===== config.mk =====
export PLATFORM = sky130hd
export DESIGN_NAME = cmd_response_receiver
export DESIGN_NICKNAME = d
export VERILOG_FILES = /design/src/rtl/cmd_response_receiver.sv
export SDC_FILE = /design/constraint.sdc
export NUM_CORES = 1
export LEC_CHECK = 0
export CAP_MARGIN = 25
export CORE_ASPECT_RATIO = 0.7
export CORE_MARGIN = 5
export CORE_UTILIZATION = 52
export CTS_CLUSTER_SIZE = 28
export DETAILED_ROUTE_END_ITERATION = 12
export PLACE_DENSITY = 0.82
export SLEW_MARGIN = 20
export SYNTH_ARGS = -nofsm -noshare
export SYNTH_HDL_FRONTEND = slang
export SYNTH_SLANG_ARGS = --single-unit

===== constraint.sdc =====
create_clock -name sd_clock -period 2.91 [get_ports sd_clock]
set_input_delay 0.582 -clock sd_clock [delete_from_list [all_inputs] [get_ports sd_clock]]
set_output_delay 0.582 -clock sd_clock [all_outputs]
set_load 0.05 [all_outputs]

===== src/rtl/cmd_response_receiver.sv =====
// SD CMD-line response receiver: waits for the card's start bit, deserializes
// a 48-bit short or 136-bit R2 response, checks CRC7 and end bit, and reports
// the result with a one-cycle done pulse and held status flags.
//
// state      | meaning
// -----------+---------------------------------------------------------------
// IDLE       | waiting for enable_in; outputs and flags hold last result
// WAIT_START | line idle-high; counting NCR cycles until start bit or timeout
// RECEIVE    | shifting one frame bit per sd_clock, MSB first
// CHECK      | compare computed CRC7 against received field, test end bit
// DONE       | done_out high for one cycle, then back to IDLE
module cmd_response_receiver #(
  parameter int TIMEOUT_CYCLES = 64,
  parameter int SHORT_BITS     = 48,
  parameter int LONG_BITS      = 136
) (
  input  logic         sd_clock,
  input  logic         reset,
  input  logic         enable_in,
  input  logic         long_resp_in,
  input  logic         check_crc_in,
  input  logic         TIMEOUT_ENABLE,
  input  logic         cmd_pin_in,
  output logic [135:0] response_out,
  output logic         busy_out,
  output logic         done_out,
  output logic         crc_error_out,
  output logic         end_error_out,
  output logic         timeout_out
);

  localparam logic [2:0] IDLE       = 3'd0;
  localparam logic [2:0] WAIT_START = 3'd1;
  localparam logic [2:0] RECEIVE    = 3'd2;
  localparam logic [2:0] CHECK      = 3'd3;
  localparam logic [2:0] DONE       = 3'd4;

  localparam int CNT_W = $clog2(LONG_BITS + 1);
  localparam int TMO_W = $clog2(TIMEOUT_CYCLES + 1);

  localparam logic [CNT_W-1:0] SHORT_N         = CNT_W'(SHORT_BITS);
  localparam logic [CNT_W-1:0] LONG_N          = CNT_W'(LONG_BITS);
  // Short frames cover start bit through argument; R2 skips its 8-bit header.
  localparam logic [CNT_W-1:0] SHORT_CRC_LAST  = CNT_W'(SHORT_BITS - 8);
  localparam logic [CNT_W-1:0] LONG_CRC_FIRST  = CNT_W'(9);
  localparam logic [CNT_W-1:0] LONG_CRC_LAST   = CNT_W'(LONG_BITS - 8);
  localparam logic [TMO_W-1:0] TMO_LIMIT       = TMO_W'(TIMEOUT_CYCLES);

  logic [2:0]       state;
  logic [CNT_W-1:0] bit_cnt;
  logic [TMO_W-1:0] tmo_cnt;
  logic [6:0]       crc;
  logic             long_q;
  logic             check_q;

  logic [CNT_W-1:0] bit_num;
  logic [CNT_W-1:0] frame_n;
  logic             crc_window;
  logic [6:0]       crc_next;
  logic [TMO_W-1:0] tmo_inc;

  // Position of the bit being sampled this cycle, and whether it feeds the CRC.
  always_comb begin
    bit_num    = bit_cnt + CNT_W'(1);
    frame_n    = long_q ? LONG_N : SHORT_N;
    crc_window = long_q ? ((bit_num >= LONG_CRC_FIRST) && (bit_num <= LONG_CRC_LAST))
                        : (bit_num <= SHORT_CRC_LAST);
    crc_next   = {crc[5:0], 1'b0} ^ ({7{cmd_pin_in ^ crc[6]}} & 7'h09);
    // Saturating so a late switch of TIMEOUT_ENABLE still hits the limit.
    tmo_inc    = (tmo_cnt == TMO_LIMIT) ? tmo_cnt : tmo_cnt + TMO_W'(1);
  end

  // Main sequencer: frame capture, CRC accumulation, timeout and result flags.
  always_ff @(posedge sd_clock or negedge reset) begin
    if (!reset) begin
      state         <= IDLE;
      bit_cnt       <= '0;
      tmo_cnt       <= '0;
      crc           <= '0;
      long_q        <= 1'b0;
      check_q       <= 1'b0;
      response_out  <= '0;
      crc_error_out <= 1'b0;
      end_error_out <= 1'b0;
      timeout_out   <= 1'b0;
    end else begin
      case (state)
        IDLE: begin
          if (enable_in) begin
            state         <= WAIT_START;
            long_q        <= long_resp_in;
            check_q       <= check_crc_in;
            bit_cnt       <= '0;
            tmo_cnt       <= '0;
            crc           <= '0;
            response_out  <= '0;
            crc_error_out <= 1'b0;
            end_error_out <= 1'b0;
            timeout_out   <= 1'b0;
          end
        end
        WAIT_START: begin
          if (!cmd_pin_in) begin
            // Start bit takes priority over a timeout landing on this cycle.
            state        <= RECEIVE;
            response_out <= {response_out[134:0], cmd_pin_in};
            bit_cnt      <= bit_num;
            if (crc_window) crc <= crc_next;
          end else begin
            tmo_cnt <= tmo_inc;
            if (TIMEOUT_ENABLE && (tmo_inc == TMO_LIMIT)) begin
              timeout_out <= 1'b1;
              state       <= DONE;
            end
          end
        end
        RECEIVE: begin
          response_out <= {response_out[134:0], cmd_pin_in};
          bit_cnt      <= bit_num;
          if (crc_window) crc <= crc_next;
          if (bit_num == frame_n) state <= CHECK;
        end
        CHECK: begin
          // Received CRC sits just above the end bit for both frame lengths.
          crc_error_out <= check_q && (crc != response_out[7:1]);
          end_error_out <= ~response_out[0];
          state         <= DONE;
        end
        DONE: begin
          state <= IDLE;
        end
        default: begin
          state <= IDLE;
        end
      endcase
    end
  end

  assign busy_out = (state != IDLE);
  assign done_out = (state == DONE);

endmodule


==> results of run 1 <==
==> path summary, 6_finish.rpt <==
kind,startpoint,to,slack (ns)
setup / recovery,bit_cnt[0]$_DFFE_PN0P_,crc[3]$_DFFE_PN0P_,0.24
hold / removal,reset,tmo_cnt[2]$_DFFE_PN0P_,0.12
hold reg to reg,response_out[29]$_DFFE_PN0P_,response_out[29]$_DFFE_PN0P_,0.49
setup reg to reg,bit_cnt[0]$_DFFE_PN0P_,crc[3]$_DFFE_PN0P_,0.24
min in group sd_clock,response_out[29]$_DFFE_PN0P_,response_out[29]$_DFFE_PN0P_,0.49
max in group asynchronous,reset,bit_cnt[0]$_DFFE_PN0P_,2.08
==> layout make-up <==
type,instances,area [um2],area share [%]
Clock buffer,17,425,4.45
Clock inverter,15,153,1.60
Timing Repair Buffer,160,1660,17.3
Sequential cell,166,4150,43.5
Tap cell,190,238,2.49
Multi-Input combinational cell,583,2880,30.1
Inverter,14,52.6,0.550
==> registers in the layout, summed over array words and instances (netlist names) <==
register,flops
response_out,136
bit_cnt,8
crc,7
tmo_cnt,7
state,3
check_q,1
crc_error_out,1
end_error_out,1
long_q,1
timeout_out,1
==> cells in the final DEF, fill, tap and decap left out, types with 4 or more instances in the layout <==
cell type        netlist  routed
inv_1                 13      13
xor2_1                 8       8
o21ai_1                9       9
buf_12                 0       7
and3_1                 7       7
ha_1                   5       5
xnor2_1                8       8
clkdlybuf4s50_1        0     146
inv_6                  0       5
clkbuf_16              0      17
nand3_1              150     150
buf_4                  1       6
a21oi_1                8       8
nor3_1                 8       8
dfrtp_1              166     166
mux2i_1                5       5
nand4_1                4       4
nor2_1                14      14
nand2_1              299     299
o21ai_0               12      12
inv_8                  0       4
==> critical path: cells and delay by family (launching register included) <==
kind / cells / cell delay [ns]
buf+inv: 1 / 0.12
compound gates: 4 / 0.99
simple gates: 2 / 0.26
fa+ha+maj: 1 / 0.37
mux: 1 / 0.33
flops: 1 / 0.49
==> power by group through the flow <==
stage / clock network, mW / logic [mW] / registers, mW
6_report: 2.19 / 2.48 / 2.61
5_1_grt: 2.33 / 2.72 / 2.63
4_1_cts: 2.23 / 2.49 / 2.60
3_5_place_dp: 0 / 2.48 / 2.64
3_3_place_gp: 0 / 2.46 / 2.64
2_1_floorplan: 0 / 1.67 / 2.68
==> cell usage after synthesis (2+ instances only) <==
| master | n | area [um2] |
|---|---|---|
| nand2_1 | 299 | 1120 |
| dfrtp_1 | 166 | 4150 |
| nand3_1 | 150 | 751 |
| clkbuf_1 | 37 | 139 |
| nor2_1 | 14 | 52.6 |
| inv_1 | 13 | 48.8 |
| buf_2 | 12 | 60.1 |
| o21ai_0 | 12 | 60.1 |
| o21ai_1 | 9 | 45.0 |
| a21oi_1 | 8 | 40.0 |
| nor3_1 | 8 | 40.0 |
| xnor2_1 | 8 | 70.1 |
| xor2_1 | 8 | 70.1 |
| and3_1 | 7 | 43.8 |
| ha_1 | 5 | 62.6 |
| mux2i_1 | 5 | 50.1 |
| buf_1 | 4 | 15.0 |
| nand4_1 | 4 | 25.0 |
| nor2b_1 | 4 | 25.0 |
| a31oi_1 | 3 | 18.8 |
| nand2b_1 | 3 | 18.8 |
| o31ai_1 | 3 | 22.5 |
| mux2_2 | 2 | 22.5 |
| mux2_4 | 2 | 30.0 |
| o41ai_1 | 2 | 17.5 |
==> kinds of logic (layout without fill, tap and decap cells) <==
kind of cell             after synthesis  count (layout)  share of synthesized area (%)
multiplexers                           9               9                           1.40
adder cells (fa/ha/maj)                5               5                          0.854
buffers and inverters                 71             206                           4.36
AO/OA/AOI/OAI                         51              51                           4.72
flip-flops                           166             166                           56.7
AND/OR/NAND/NOR                      500             500                           29.6
XOR/XNOR                              18              18                           2.36
==> metal layers <==
| metal | share of wire, % | vias up | track usage [%] |
|---|---|---|---|
| li1 | - | 2944 | - |
| met1 | 47 | 3021 | 32.3 |
| met2 | 45 | 196 | 33.2 |
| met3 | 6.0 | 31 | 5.43 |
| met4 | 2.1 | 0 | 7.83 |
| met5 | 0 | - | 0 |
==> impl_metrics.tcl, run 1 <==
set metrics [dict create \
    clockPowerShare_pct 30.1 \
    numCtsBuffers 17 \
    internal_power_mw 4.22 \
    p_per_area_nw_per_um2 761 \
    holdWs_ns 0.122 \
    tightest_slew_ns 0.559 \
    hold_path.class "in -> async" \
    postPlaceCellArea_um2 8980 \
    gp_congestion 0.818 \
    crit_path_max_fanout 10 \
    cts_htree_levels 4 \
    power_mw 7.28 \
    cp-end-kind "flop" \
    clock-sinks 166 \
    worst-r2r-cell-count 9 \
    numPortBuffers 147 \
    fin_area_um2 9560 \
    p_seq_share_pct 35.8 \
    grt_pass1_vias 5897 \
    wl_mm 18.1 \
    grt_max_degree 97 \
    die_area_um2 16600 \
    instances_no_fill 1145 \
    cts_root_buffer "clkbuf_16" \
    grt_pass1_wl_mm 30.4 \
    syn-cell-area_um2 7320 \
    rsz0062_at_grt "no" \
    syn_to_final_growth_pct 30.5 \
    arrival_ns 2.96 \
    max_stage_delay_ns 0.49 \
    fin_setup_tns_ns 0 \
    cts_resized 0 \
    cts_hold_buf 0 \
    maxCapViolCount 0 \
    setup_slack_ns 0.240 \
    final_net_count 954 \
    final-setup-viol-count 0 \
    slew_viol_final 0 \
    fp.dieW_um 152 \
    syn_avg_cell_area_um2 8.93 \
    fmax_mhz 374 \
    synth.net_count 832 \
    setup.worst_path.start_class "flop" \
    grt_usage_pct 22.3 \
    viasPerCell 5.41 \
    synth-seq-area-share_pct 56.7 \
    synthArstFlopShare_pct 100 \
    p_leak_nw 4.77 \
    synth_edf_count 0 \
    fin_util_pct 68.9 \
    dp_hpwl_mm 11.9 \
    yosysWarnings 0 \
    drive_above_1_share_pct 6.70 \
    die_height_um 109 \
    drt_iter0_markers 563 \
    num_vias 6192 \
    diodes 0 \
    wl_per_cell_um 15.8 \
    synth-seq-cells 166 \
    crit_slowest_cell "dfrtp_1" \
    peakVddDrop_v 0.000909 \
    power_frac_comb_pct 34.1 \
    dr.pass1.iters 4 \
    post-place-ws_ns 0.278 \
    clock_path_buffers 2 \
    post-route-min-period_ns 2.67 \
    cts.clk_slew.worst_paths_ns 0.07 \
    placed_cells 1113 \
    ioPinCount 148 \
    finClkSkew_ns 0.0158 \
    power_switching_mw 3.05 \
    nFillCells 1111 \
    antenna_found_initial 0 \
    ys.flop_type "dfrtp_1" \
    rows 36 \
    initial_utilization_pct 52.8 \
    grt_overflow_total 0 \
    crit_chain "inv_1 > ha_1 > nand2b_1 > a21oi_2 > nor3_1 > o311ai_2 > o2111ai_2 > a21oi_4 > mux2_4" \
    synth_cell_types 57 \
    cts_tree "built" \
    remaining_drc_errors 0 \
    max-slew-margin-rel_pct 62.6 \
    antenna_left 0 \
    synth_cells 820 \
    path_class "reg -> reg" \
    clk_latency_ns 0.42 \
    fin_crit_sh_pct 91.8 \
    hold_violations 0 \
    outcome "completed" \
    p_sw_share_pct 42.0 \
    core_area_um2 13900 \
    required_ns 3.20 \
    postCtsSetupRepairBufs 0 \
]
(Power assumes the default switching activity.)
==> inputs of run 2 (changes only) <==
--- a/config.mk
+++ b/config.mk
@@ -12,7 +12,7 @@
 export CTS_CLUSTER_SIZE = 28
 export DETAILED_ROUTE_END_ITERATION = 12
 export PLACE_DENSITY = 0.82
-export SLEW_MARGIN = 20
+export SLEW_MARGIN = 40
 export SYNTH_ARGS = -nofsm -noshare
 export SYNTH_HDL_FRONTEND = slang
 export SYNTH_SLANG_ARGS = --single-unit
==> results of run 2 <==
Final layout, timing and power as in run 1 (identical DEF).
